==> config.mk <==
export PLATFORM = sky130hd
export DESIGN_NAME = pipeline_ctrl
export DESIGN_NICKNAME = d
export VERILOG_FILES = /design/src/rtl/pipeline_pkg.sv /design/src/rtl/pipeline_ctrl_hazard_detect.sv /design/src/rtl/pipeline_ctrl.sv
export SDC_FILE = /design/constraint.sdc
export NUM_CORES = 1
export LEC_CHECK = 0
export CAP_MARGIN = 20
export CORE_UTILIZATION = 50
export CTS_CLUSTER_SIZE = 24
export DETAILED_ROUTE_END_ITERATION = 7
export GPL_TIMING_DRIVEN = 0
export PLACE_DENSITY = 0.84
export SLEW_MARGIN = 15
export SYNTH_ARGS = -nofsm -noshare
export SYNTH_HDL_FRONTEND = slang
export SYNTH_SLANG_ARGS = --single-unit
==> constraint.sdc <==
create_clock -name clk -period 4.2 [get_ports clk]
set_input_delay 0.63 -clock clk [delete_from_list [all_inputs] [get_ports clk]]
set_output_delay 0.63 -clock clk [all_outputs]
set_load 0.005 [all_outputs]
==> src/rtl/pipeline_pkg.sv <==
// ---------------------------------------------------------------------------
// pipeline_pkg
// Shared processor package for the five-stage pipeline.
// Contents:
//   REG_W              register-number width
//   MUL_CYCLES_DEFAULT default EX-stage occupancy of a multi-cycle multiply
//   MUL_CNT_W          width of the multiply occupancy counter
//   STALL_W            width of the stalled-cycle counter
//   ctrlState_t        pipeline controller FSM states
//   ctrlOut_t          bundle of the controller's per-cycle stage controls
// ---------------------------------------------------------------------------
package pipeline_pkg;

   localparam int REG_W              = 4;
   localparam int MUL_CYCLES_DEFAULT = 4;
   localparam int MUL_CNT_W          = 4;
   localparam int STALL_W            = 16;

   typedef enum logic [2:0] {
      RUN      = 3'd0,
      MUL_WAIT = 3'd1,
      MEM_WAIT = 3'd2,
      HALTED   = 3'd3
   } ctrlState_t;

   typedef struct packed {
      logic pcWrite;
      logic ifIdWrite;
      logic idExWrite;
      logic exMemWrite;
      logic memWbWrite;
      logic ifIdFlush;
      logic idExBubble;
      logic mulDone;
   } ctrlOut_t;

   // Every register advances and nothing is squashed: the free-running case.
   function automatic ctrlOut_t runControls();
      ctrlOut_t c;
      c            = '0;
      c.pcWrite    = 1'b1;
      c.ifIdWrite  = 1'b1;
      c.idExWrite  = 1'b1;
      c.exMemWrite = 1'b1;
      c.memWbWrite = 1'b1;
      return c;
   endfunction

endpackage

==> src/rtl/pipeline_ctrl_hazard_detect.sv <==
// ---------------------------------------------------------------------------
// hazard_detect
// Load-use comparator: flags when the load currently in EX writes a register
// that the instruction in ID wants to read. Register 0 is hard-wired zero, so
// a load targeting it never creates a dependency.
// Ports:
//   exMemRead  in   instruction in EX is a load
//   exWn       in   destination register of the instruction in EX
//   idRn1/2    in   source registers of the instruction in ID
//   loadUse    out  load-use hazard present this cycle
// ---------------------------------------------------------------------------
module hazard_detect
   import pipeline_pkg::*;
(
   input  logic             exMemRead,
   input  logic [REG_W-1:0] exWn,
   input  logic [REG_W-1:0] idRn1,
   input  logic [REG_W-1:0] idRn2,
   output logic             loadUse
);

   // Purely combinational so the stall can be raised in the same cycle.
   assign loadUse = exMemRead && (exWn != '0) && ((exWn == idRn1) || (exWn == idRn2));

endmodule

==> src/rtl/pipeline_ctrl.sv <==
// ---------------------------------------------------------------------------
// pipeline_ctrl
// Central stall/flush controller for the five-stage pipeline. Handles
// load-use stalls, taken-branch flushes, multi-cycle multiplies, data-memory
// wait states and HALT draining, and counts cycles in which the PC stalls.
// Ports:
//   clk, rst                         clock, synchronous active-high reset
//   IF_ID_rn1, IF_ID_rn2             source registers of the ID instruction
//   ID_EX_wn, ID_EX_MemRead          destination / load flag of EX instruction
//   ID_EX_mul                        EX instruction is a multi-cycle multiply
//   branch_taken                     taken branch resolved in EX
//   EX_MEM_mem_req, mem_ready        MEM-stage request and memory ready
//   halt                             HALT instruction in EX
//   pc_write, IF_ID_write, ID_EX_write, EX_MEM_write, MEM_WB_write
//                                    register update enables
//   IF_ID_flush, ID_EX_bubble        squash IF/ID, insert NOP into ID/EX
//   mul_done                         multiply result valid in EX this cycle
//   state                            FSM state, stall_cnt saturating stalls
// ---------------------------------------------------------------------------
module pipeline_ctrl
   import pipeline_pkg::*;
#(
   parameter int MUL_CYCLES = MUL_CYCLES_DEFAULT
)
(
   input  logic               clk,
   input  logic               rst,
   input  logic [REG_W-1:0]   IF_ID_rn1,
   input  logic [REG_W-1:0]   IF_ID_rn2,
   input  logic [REG_W-1:0]   ID_EX_wn,
   input  logic               ID_EX_MemRead,
   input  logic               ID_EX_mul,
   input  logic               branch_taken,
   input  logic               EX_MEM_mem_req,
   input  logic               mem_ready,
   input  logic               halt,
   output logic               pc_write,
   output logic               IF_ID_write,
   output logic               IF_ID_flush,
   output logic               ID_EX_bubble,
   output logic               ID_EX_write,
   output logic               EX_MEM_write,
   output logic               MEM_WB_write,
   output logic               mul_done,
   output logic [2:0]         state,
   output logic [STALL_W-1:0] stall_cnt
);

   // The cycle that starts the multiply counts as one, and the final MUL_WAIT
   // cycle (counter at zero) counts as another.
   localparam logic [MUL_CNT_W-1:0] MUL_LOAD = MUL_CNT_W'(MUL_CYCLES - 2);

   ctrlState_t             currentState, nextState;
   ctrlState_t             savedState, nextSaved;
   ctrlState_t             ruleState;
   logic [MUL_CNT_W-1:0]   mulCnt, nextMulCnt;
   logic [STALL_W-1:0]     stallCnt;
   logic                   loadUse;
   logic                   memBlock;
   ctrlOut_t               ctl;

   hazard_detect hazardDetect (
      .exMemRead (ID_EX_MemRead),
      .exWn      (ID_EX_wn),
      .idRn1     (IF_ID_rn1),
      .idRn2     (IF_ID_rn2),
      .loadUse   (loadUse)
   );

   // State, return state and multiply counter. Reset abandons any pending
   // multiply or memory wait outright.
   always_ff @(posedge clk) begin
      if (rst) begin
         currentState <= RUN;
         savedState   <= RUN;
         mulCnt       <= '0;
      end else begin
         currentState <= nextState;
         savedState   <= nextSaved;
         mulCnt       <= nextMulCnt;
      end
   end

   // Stalled-cycle counter. HALTED is a deliberate stop, not a stall, so it
   // is excluded; the count sticks at all-ones instead of wrapping.
   always_ff @(posedge clk) begin
      if (rst) begin
         stallCnt <= '0;
      end else if (!ctl.pcWrite && (currentState != HALTED) && (stallCnt != '1)) begin
         stallCnt <= stallCnt + 16'd1;
      end
   end

   // Next-state and control decode. When a memory wait ends, the cycle is
   // evaluated with the rules of the state that was interrupted (ruleState),
   // so a resumed multiply continues counting from where it froze.
   // Priority inside RUN: memory wait > halt > branch > multiply > load-use,
   // so a branch squashes the dependent instruction instead of stalling it.
   always_comb begin
      nextState  = currentState;
      nextSaved  = savedState;
      nextMulCnt = mulCnt;
      ctl        = runControls();
      memBlock   = EX_MEM_mem_req && !mem_ready;
      ruleState  = (currentState == MEM_WAIT) ? savedState : currentState;

      if (currentState == HALTED) begin
         ctl.pcWrite   = 1'b0;
         ctl.ifIdWrite = 1'b0;
         ctl.idExWrite = 1'b0;
      end else if ((currentState == MEM_WAIT) && !mem_ready) begin
         ctl = '0;
      end else if ((currentState != MEM_WAIT) && memBlock) begin
         ctl       = '0;
         nextState = MEM_WAIT;
         nextSaved = currentState;
      end else if (ruleState == MUL_WAIT) begin
         ctl.pcWrite   = 1'b0;
         ctl.ifIdWrite = 1'b0;
         ctl.idExWrite = 1'b0;
         if (mulCnt == '0) begin
            ctl.mulDone    = 1'b1;
            ctl.idExBubble = 1'b1;
            nextState      = RUN;
         end else begin
            ctl.exMemWrite = 1'b0;
            nextMulCnt     = mulCnt - 1'b1;
            nextState      = MUL_WAIT;
         end
      end else begin
         nextState = RUN;
         if (halt) begin
            nextState = HALTED;
         end else if (branch_taken) begin
            ctl.ifIdFlush  = 1'b1;
            ctl.idExBubble = 1'b1;
         end else if (ID_EX_mul) begin
            ctl.pcWrite    = 1'b0;
            ctl.ifIdWrite  = 1'b0;
            ctl.idExWrite  = 1'b0;
            ctl.exMemWrite = 1'b0;
            nextMulCnt     = MUL_LOAD;
            nextState      = MUL_WAIT;
         end else if (loadUse) begin
            ctl.pcWrite    = 1'b0;
            ctl.ifIdWrite  = 1'b0;
            ctl.idExBubble = 1'b1;
         end
      end
   end

   assign pc_write     = ctl.pcWrite;
   assign IF_ID_write  = ctl.ifIdWrite;
   assign ID_EX_write  = ctl.idExWrite;
   assign EX_MEM_write = ctl.exMemWrite;
   assign MEM_WB_write = ctl.memWbWrite;
   assign IF_ID_flush  = ctl.ifIdFlush;
   assign ID_EX_bubble = ctl.idExBubble;
   assign mul_done     = ctl.mulDone;
   assign state        = currentState;
   assign stall_cnt    = stallCnt;

endmodule

# Yosys cells after proc, flatten, opt, wreduce, memory -nomap -nowiden
# Index checks and enable logic that the tools add are counted.
[totals] ff_bits=26 in_bits=20 word_cells=70 output_inout_bits=27
[op_classes] n_mux=34 reduce_logical=16 eq_ne=11 bitwise_logic=3 n_addsub=2
[op_table] op="two-way mux 4 bit" count=9
[op_table] op="adder 16 x 1 -> 16 bit (second input constant)" count=1
[op_table] op="inequality test 16 bit (second input constant)" count=1
[op_table] op="two-way mux 3 bit" count=5
[op_table] op="two-way mux 1 bit" count=12
[op_table] op="two-way mux 2 bit" count=6
[op_table] op="== test 4 bit" count=2
[op_table] op="two-way mux 8 bit" count=1
[op_table] op="logical AND 1 bit" count=7
[op_table] op="AND reduction 7 bit" count=1
[op_table] op="== test 3 x 2 -> 1 bit (second input constant)" count=2
[op_table] op="inequality test 3 x 2 -> 1 bit (second input constant)" count=2
[op_table] op="two-way mux 5 bit" count=1
[op_table] op="logical NOT 4 bit" count=1
[op_table] op="inequality test 2 x 1 -> 1 bit (second input constant)" count=2
[op_table] op="nonzero test 4 bit" count=1
[op_table] op="subtractor 4 x 1 -> 4 bit (second input constant)" count=1
[op_table] op="== test 3 x 1 -> 1 bit (second input constant)" count=1
[op_table] op="inverter 1 bit" count=3
[op_table] op="AND reduction 3 bit" count=1
[op_table] op="logical NOT 1 bit" count=2
[op_table] op="inequality test 2 bit (second input constant)" count=1
[op_table] op="AND reduction 2 bit" count=1
[op_table] op="nonzero test 2 bit" count=1
[op_table] op="logical OR 1 bit" count=1

# Longest topological paths before layout
# Gate-level depths: netlist (run 1).
[logic_depth] word_depth=14 depth_mapped=7 depth_no_buf=7

# Cells and area by module
# A second synthesis (run 1) with hierarchy kept.
[unflattened] hier_cells=186 hier_area_um2=1535.2
[modules_own_cells] module="pipeline_ctrl" n_inst=1 area_per_inst_um2=1438.9 cells_per_inst=174 seq_area_each_um2=480.5
[modules_own_cells] module="hazard_detect" n_inst=1 area_per_inst_um2=96.3 cells_per_inst=12 seq_area_each_um2=0.0

# Worst setup path after synthesis (run 1)
# No wires, ideal clock.
[synth_timing] kind="input to output" start="in ID_EX_wn[1]" end="out pc_write" cell_stages=7 n_path_buf=1 t_required_ns=3.570 path_slack_ns=1.845 arrival_ns=1.725 cell_sequence="xor2_1 > nor4_2 > nor2_1 > nor2_1 > o21ai_0 > nor2b_1 > buf_4"
[synth_between] elab_chain_cells=11 word_cells_on_any_way=14 classes_between="eq/ne: 2; mux: 8; reduce/logical: 4"
[synth_lines] item="from (decl)" line="pipeline_ctrl.sv:30" rtl="input logic [REG_W-1:0] ID_EX_wn,"
[synth_lines] item="== test 4 bit or nonzero test 4 bit (tied branches)" line="pipeline_ctrl_hazard_detect.sv:23" rtl="assign loadUse = exMemRead && (exWn != '0) && ((exWn == idRn1) || (exWn == idRn2));"
[synth_lines] item="logical OR 1 bit or logical AND 1 bit (tied branches)" line="pipeline_ctrl_hazard_detect.sv:23"
[synth_lines] item="logical AND 1 bit *" line="pipeline_ctrl_hazard_detect.sv:23"
[synth_lines] item="two-way mux 2 bit *" line="pipeline_ctrl.sv:144" rtl="end else if (loadUse) begin"
[synth_lines] item="two-way mux 2 bit *" line="pipeline_ctrl.sv:137" rtl="end else if (ID_EX_mul) begin"
[synth_lines] item="two-way mux 4 bit *" line="pipeline_ctrl.sv:134" rtl="end else if (branch_taken) begin"
[synth_lines] item="two-way mux 4 bit *" line="pipeline_ctrl.sv:132" rtl="if (halt) begin"
[synth_lines] item="two-way mux 4 bit *" line="pipeline_ctrl.sv:117" rtl="end else if (ruleState == MUL_WAIT) begin"
[synth_lines] item="two-way mux 4 bit *" line="pipeline_ctrl.sv:113" rtl="end else if ((currentState != MEM_WAIT) && memBlock) begin"
[synth_lines] item="two-way mux 8 bit *" line="pipeline_ctrl.sv:111" rtl="end else if ((currentState == MEM_WAIT) && !mem_ready) begin"
[synth_lines] item="two-way mux 3 bit *" line="pipeline_ctrl.sv:107" rtl="if (currentState == HALTED) begin"
[synth_lines] item="to (decl)" line="pipeline_ctrl.sv:37" rtl="output logic pc_write,"
# Every way passes the cells marked *; elsewhere a longest branch is shown, timed or not.

# Final worst setup path (run 1)
# Ends and elaborated chain as after synthesis.

==> results.toml, run 1 <==
[outcome]
outcome = "finished with violations"
violations = "design-rule violations"

[pwr]
p_int_mw = 0.3806
peakVddDrop_mv = 0.2356
pwr-share-clk = 0.226
combPwrFrac = 0.302
p_switching_mw = 0.1581
swShare = 0.2936
pwr-share-seq = 0.472
power.density_nw_per_um2 = 259.1
cellLeakagePower_nw = 0.7672
total_power_mw = 0.5387

[critical_path]
slowest_stage = "clkdlybuf4s50_1"
cp_cell_sequence = "clkdlybuf4s50_1, xor2_1, nor4_2, nor2_1, nor2_1, o21ai_0, nor2b_1, buf_4, clkdlybuf4s50_1"
max_stage_delay_ns = 0.49
path_delay_family = "buffers and inverters"
cp_num_buf_inv = 3
critical_path.endpoint_type = "output pin"
cp.arrival_ns = 2.82
critPathKind = "input port to output pin"
crit_path_max_fanout = 3
crit_required_ns = 3.57
startpoint_type = "input port"

[yosys]
synth_cell_types = 46
synth.avg_cell_area_um2 = 8.730
yosys_warnings = 0
synth_edf_count = 0
syn-num-nets = 201
synth_flop_cell = "dfxtp_1"
synth_area_um2 = 1554
syn_inst = 178
async_flop_share = 0
ys_seq_area_frac = 0.3092
ys_ff_latch = 24

[global_route]
use_met2 = 0.4502
antenna_found_initial = 0
grt_pass1_wl_um = 6134
grt_usage = 0.2348
use_met1 = 0.2632
use_met3 = 0.05357
top_usage_layer = "met2"
grt-ovfl-total = 0
grt_pass1_vias = 1409
grt_max_degree = 14

[place]
dpl.cell_count = 254
dp_worst_setup_slack_ns = 0.7534
io_buffer_count = 45
dpl_cell_area_um2 = 2043
place_hpwl_um = 2910
gp_congestion = 0.8443

[clock_tree]
root_buffer = "clkbuf_4"
cts_tree = "built"
post_cts_buffers = 0
cts.path.max_buffers = 2
numCtsBuffers = 3
cts_resized = 0
clock_sinks = 24
clock_latency_ns = 0.32
hold_buffers = 0
cts_max_level = 1
path_clk_slew_ns = 0.12

[floorplanning]
die_x_um = 57.75
start_util = 0.5447
coreArea_um2 = 2853
rows = 19
chipHeight_um = 57.75
ios = 47
dieArea_um2 = 3335

[sta]
clock_skew_ns = 0.01052
setup_viol = 0
period_minus_slack_ns = 3.452
rsz0062_at_grt = "no"
setup_slack_ns = 0.7478
max_freq_mhz = 289.7
whs_ns = 0.4971
post-route-period-util = 0.8219
slew_viol_final = 0
setup_tns_ns = 0
hold_viol = 0

[finish]
final_nets = 251
mostFrequentLayoutCells = "clkdlybuf4s50_1 (45), nor2_1 (29), dfxtp_1 (24)"
fin_cells = 258
drive_gt1_frac = 0.09692
multi_input_area_um2 = 1028
diodes = 0
final_util = 0.7289
layout_commonest_cell = "clkdlybuf4s50_1"
seq_area_um2 = 480.5
final_cell_area_um2 = 2079
fillCellCount = 233
syn2layout_area_growth_pct = 33.82

[drt]
drc = 3
totalWireLength_um = 3624
drtIter0Drc = 56
vias = 1406
dr.pass1.iters = 6
wl_per_cell_um = 14.05
vias_per_cell = 5.450
ant_nets = 0

[job]
max-cap-violations = 0

[worst_hold_path]
hold_path.class = "flip-flop to flip-flop"
## cell type report
type	instances	area share
flip-flops and latches	24	0.2310
well taps	31	0.01865
plain buffers	4	0.01083
inverters	6	0.01083
multi-input cells	144	0.4946
clock buffers	4	0.01745
repair buffers	45	0.2166
## sequential cells by signal, indices dropped and copies added, names as in the netlist
signal	flops
savedState	2
mulCnt	4
state	2
stall_cnt	16
## cell usage after synthesis (all sizes together), types with 2 or more instances
library cell | count | area [um^2]
xnor2 | 12 | 105.1
dfxtp | 24 | 480.5
a31o | 2 | 17.52
nand3 | 5 | 30.03
or2 | 2 | 12.51
a21oi | 9 | 45.04
inv | 6 | 22.52
and2 | 3 | 18.77
and3 | 7 | 43.79
o211ai | 4 | 43.79
nor2b | 8 | 50.05
nand2 | 11 | 48.80
mux2 | 3 | 37.53
ha | 3 | 37.54
xor2 | 8 | 70.07
nor3b | 3 | 22.52
o21ai | 3 | 15.01
nand2b | 2 | 12.51
and4 | 4 | 35.03
nor2 | 29 | 108.9
nor4 | 3 | 46.29
buf | 3 | 18.76
a21boi | 7 | 52.55
mux2i | 2 | 20.02
## metal layers
layer	wire length [um]	vias to the layer above
met3	155	7
met4	42	0
met5	0	-
li1	-	714
met2	1888	37
met1	1537	648
## logic make-up (layout without fill, tap and decap cells)
group / count (synthesis) / after routing / share of synthesized area
AOI/OAI and AO/OA: 30 / 30 / 0.1667
xor gates and xnor gates: 20 / 20 / 0.1127
adders and majority gates: 3 / 3 / 0.02416
buffers and inverters: 10 / 59 / 0.02898
DFF: 24 / 24 / 0.3092
muxes: 5 / 5 / 0.03703
other: 1 / 1 / 0.002413
and+or+nand+nor: 85 / 85 / 0.3188
## worst paths after layout
kind	start	endpoint	slack (ns)	cells past startpoint
worst min-delay path	savedState[1]	savedState[1]	0.50	1
worst max-delay path	ID_EX_wn[1]	pc_write	0.75	9
worst max register to register	stall_cnt[0]	stall_cnt[11]	2.03	7
worst min register to register	savedState[1]	savedState[1]	0.50	1
## power by group through the flow
stage                     Sequential (mW)  Clock [mW]  Combinational (mW)
after floorplan                     0.256           0              0.0895
after global placement              0.258           0               0.158
after detailed placement            0.259           0               0.162
after CTS                           0.254       0.125               0.163
after global routing                0.256       0.136               0.179
final                               0.254       0.122               0.163
## worst register-to-register path, cell delays in order (launching register included)
cell       delay (ns)
dfxtp_1          0.43
ha_1             0.19
and3_1           0.27
nand4_1          0.26
o2111ai_4        0.27
nand2_4          0.13
and4_1           0.23
mux2_4           0.29
No activity file was read; power rests on OpenSTA's default activity.
==> inputs of run 2 (changes only) <==
--- a/config.mk
+++ b/config.mk
@@ -6,11 +6,11 @@
 export NUM_CORES = 1
 export LEC_CHECK = 0
 export CAP_MARGIN = 20
-export CORE_UTILIZATION = 50
+export CORE_UTILIZATION = 42
 export CTS_CLUSTER_SIZE = 24
 export DETAILED_ROUTE_END_ITERATION = 7
 export GPL_TIMING_DRIVEN = 0
-export PLACE_DENSITY = 0.84
+export PLACE_DENSITY = 0.76
 export SLEW_MARGIN = 15
 export SYNTH_ARGS = -nofsm -noshare
 export SYNTH_HDL_FRONTEND = slang
==> constraint.sdc (replaced) <==
create_clock -name clk -period 2.9 [get_ports clk]
set_input_delay 0.435 -clock clk [delete_from_list [all_inputs] [get_ports clk]]
set_output_delay 0.435 -clock clk [all_outputs]
set_load 0.005 [all_outputs]
==> results.toml, run 2 (synthesis gave the netlist of run 1 again) <==
[job]
max-cap-violations = 0

[clock_tree]
cts.path.max_buffers = 2
cts_tree = "built"
numCtsBuffers = 3
root_buffer = "clkbuf_8"
clock_sinks = 24
clock_latency_ns = 0.26
cts_max_level = 1
path_clk_slew_ns = 0.08

[sta]
post-route-period-util = 0.9662
tightestPinTransition_ns = 0.5258
slew_headroom = 0.6479
setup_tns_ns = 0
hold_viol = 0
period_minus_slack_ns = 2.802
whs_ns = 0.4935
clock_skew_ns = 0.006082
setup_viol = 0
max_freq_mhz = 356.9
slew_viol_final = 0

[place]
place_hpwl_um = 2567
io_buffer_count = 45
dpl.cell_count = 269
gp_congestion = 0.8149
dpl_cell_area_um2 = 2062

[worst_hold_path]
hold_start = "savedState[1]"
holdPathStages = 1
hold_path.class = "flip-flop to flip-flop"
whs_endpoint = "savedState[1]"

[critical_path]
slowest_stage = "clkdlybuf4s50_1"
critPathKind = "input port to output pin"
crit_path_max_fanout = 2
max_stage_delay_ns = 0.44
critical_path.endpoint_type = "output pin"
reg2reg_slack_ns = 0.78
startpoint_type = "input port"
cp.arrival_ns = 2.37
r2r-end = "stall_cnt[11]"
cp_cell_sequence = "clkdlybuf4s50_1, xor2_1, nor4_4, nor2_1, nor2_1, o21ai_0, nor2b_2, buf_4, clkdlybuf4s50_1"
ff2ff_path_depth = 7
cp_num_buf_inv = 3
path_delay_family = "buffers and inverters"
crit_required_ns = 2.47
worstReg2RegStart = "stall_cnt[0]"

[drt]
drtIter0Drc = 84
ant_nets = 0
totalWireLength_um = 3519
vias = 1359
dr.pass1.iters = 4
vias_per_cell = 4.942
drc = 0
wl_per_cell_um = 12.80

[floorplanning]
dieArea_um2 = 3947
ios = 47
rows = 21
start_util = 0.4515
coreArea_um2 = 3442
die_x_um = 62.83
chipHeight_um = 62.83

[finish]
diodes = 0
drive_gt1_frac = 0.1528
largest_reg_flops = 16
fillCellCount = 291
layout_commonest_cell = "clkdlybuf4s50_1"
syn2layout_area_growth_pct = 43.24
final_cell_area_um2 = 2226
mostFrequentLayoutCells = "clkdlybuf4s50_1 (37), nor2_1 (29), dfxtp_1 (24)"
fin_cells = 275
final_nets = 253

[global_route]
grt_max_degree = 14
antenna_found_initial = 0
grt_pass1_vias = 1347
grt_pass1_wl_um = 5899
grt_usage = 0.1822
grt-ovfl-total = 0

[outcome]
outcome = "finished clean"

[pwr]
power.density_nw_per_um2 = 375.4
total_power_mw = 0.8355
cellLeakagePower_nw = 0.8683
peakVddDrop_mv = 0.2240
-- run 2: cell count changes in the layout (fill, tap and decap cells not counted), moves of 2 or more --
cell             change
nor3b_1              -2
dlymetal6s2s_1       +7
clkbuf_8             +3
clkbuf_4             -3
buf_4                +2
xor2_1               -7
xor2_2               +7
clkdlybuf4s50_1      -8
nor3b_2              +2
-- run 2: worst reg2reg max path, cell delays in order (launching register included) --
cell,delay [ns]
dfxtp_1,0.41
ha_1,0.19
and3_1,0.25
nand4_1,0.25
o2111ai_4,0.26
nand2_4,0.13
and4_1,0.23
mux2_4,0.29
-- run 2: timing repair --
item                                    4_1_cts  5_1_grt
cloned                                        0        0
pin swaps                                     2        3
endpoints found under the setup margin        3        5
hold endpoints to repair                      0        0
hold buffers                                  0        0
setup buffers                                 2        0
resized for setup                             2       18
-- run 2: worst max path at each step --
stage                         startpoint            end  slack (ns)  cells past startpoint
after floorplan           EX_MEM_mem_req  stall_cnt[11]        0.93                      6
after global placement       ID_EX_wn[1]       pc_write       -0.13                      9
after detailed placement     ID_EX_wn[1]   ID_EX_bubble       -0.15                      8
after CTS                      mem_ready       pc_write       0.003                      7
after global routing        IF_ID_rn2[2]       pc_write       -0.04                      9
final                       IF_ID_rn2[2]       pc_write         0.1                      9
-- run 2: power by group --
group / internal, mW / switching (mW) / total [mW] / leakage [nW]
Clock: 0.121 / 0.102 / 0.223 / 0.0288
Combinational: 0.131 / 0.114 / 0.245 / 0.645
Sequential: 0.347 / 0.0198 / 0.367 / 0.195
-- run 2: final cells by class --
cell class,count,area (um^2),share of cell area
Inverter,6,22.52,0.01012
Sequential cell,24,480.5,0.2159
Timing Repair Buffer,47,481.7,0.2164
Multi-Input combinational cell,144,1106,0.4969
Buffer,4,22.52,0.01012
Tap cell,46,57.56,0.02586
Clock buffer,4,55.05,0.02473
-- run 2: through the flow --
step,utilization,setup WS [ns]
2_1_floorplan,-,0.9311
6_report,0.6467,0.09813
5_1_grt,0.6467,-0.04152
4_1_cts,0.6216,0.002823
3_5_place_dp,0.5991,-0.1462
3_3_place_gp,0.5991,-0.1263
-- run 2: routing by layer --
layer  up-vias  global-route usage  part of all wire
li1        713                   -                 -
met1       603              0.2361              0.48
met2        37              0.3098              0.47
met3         6             0.01825             0.038
met4         0             0.06686             0.013
met5         -                   0                 0
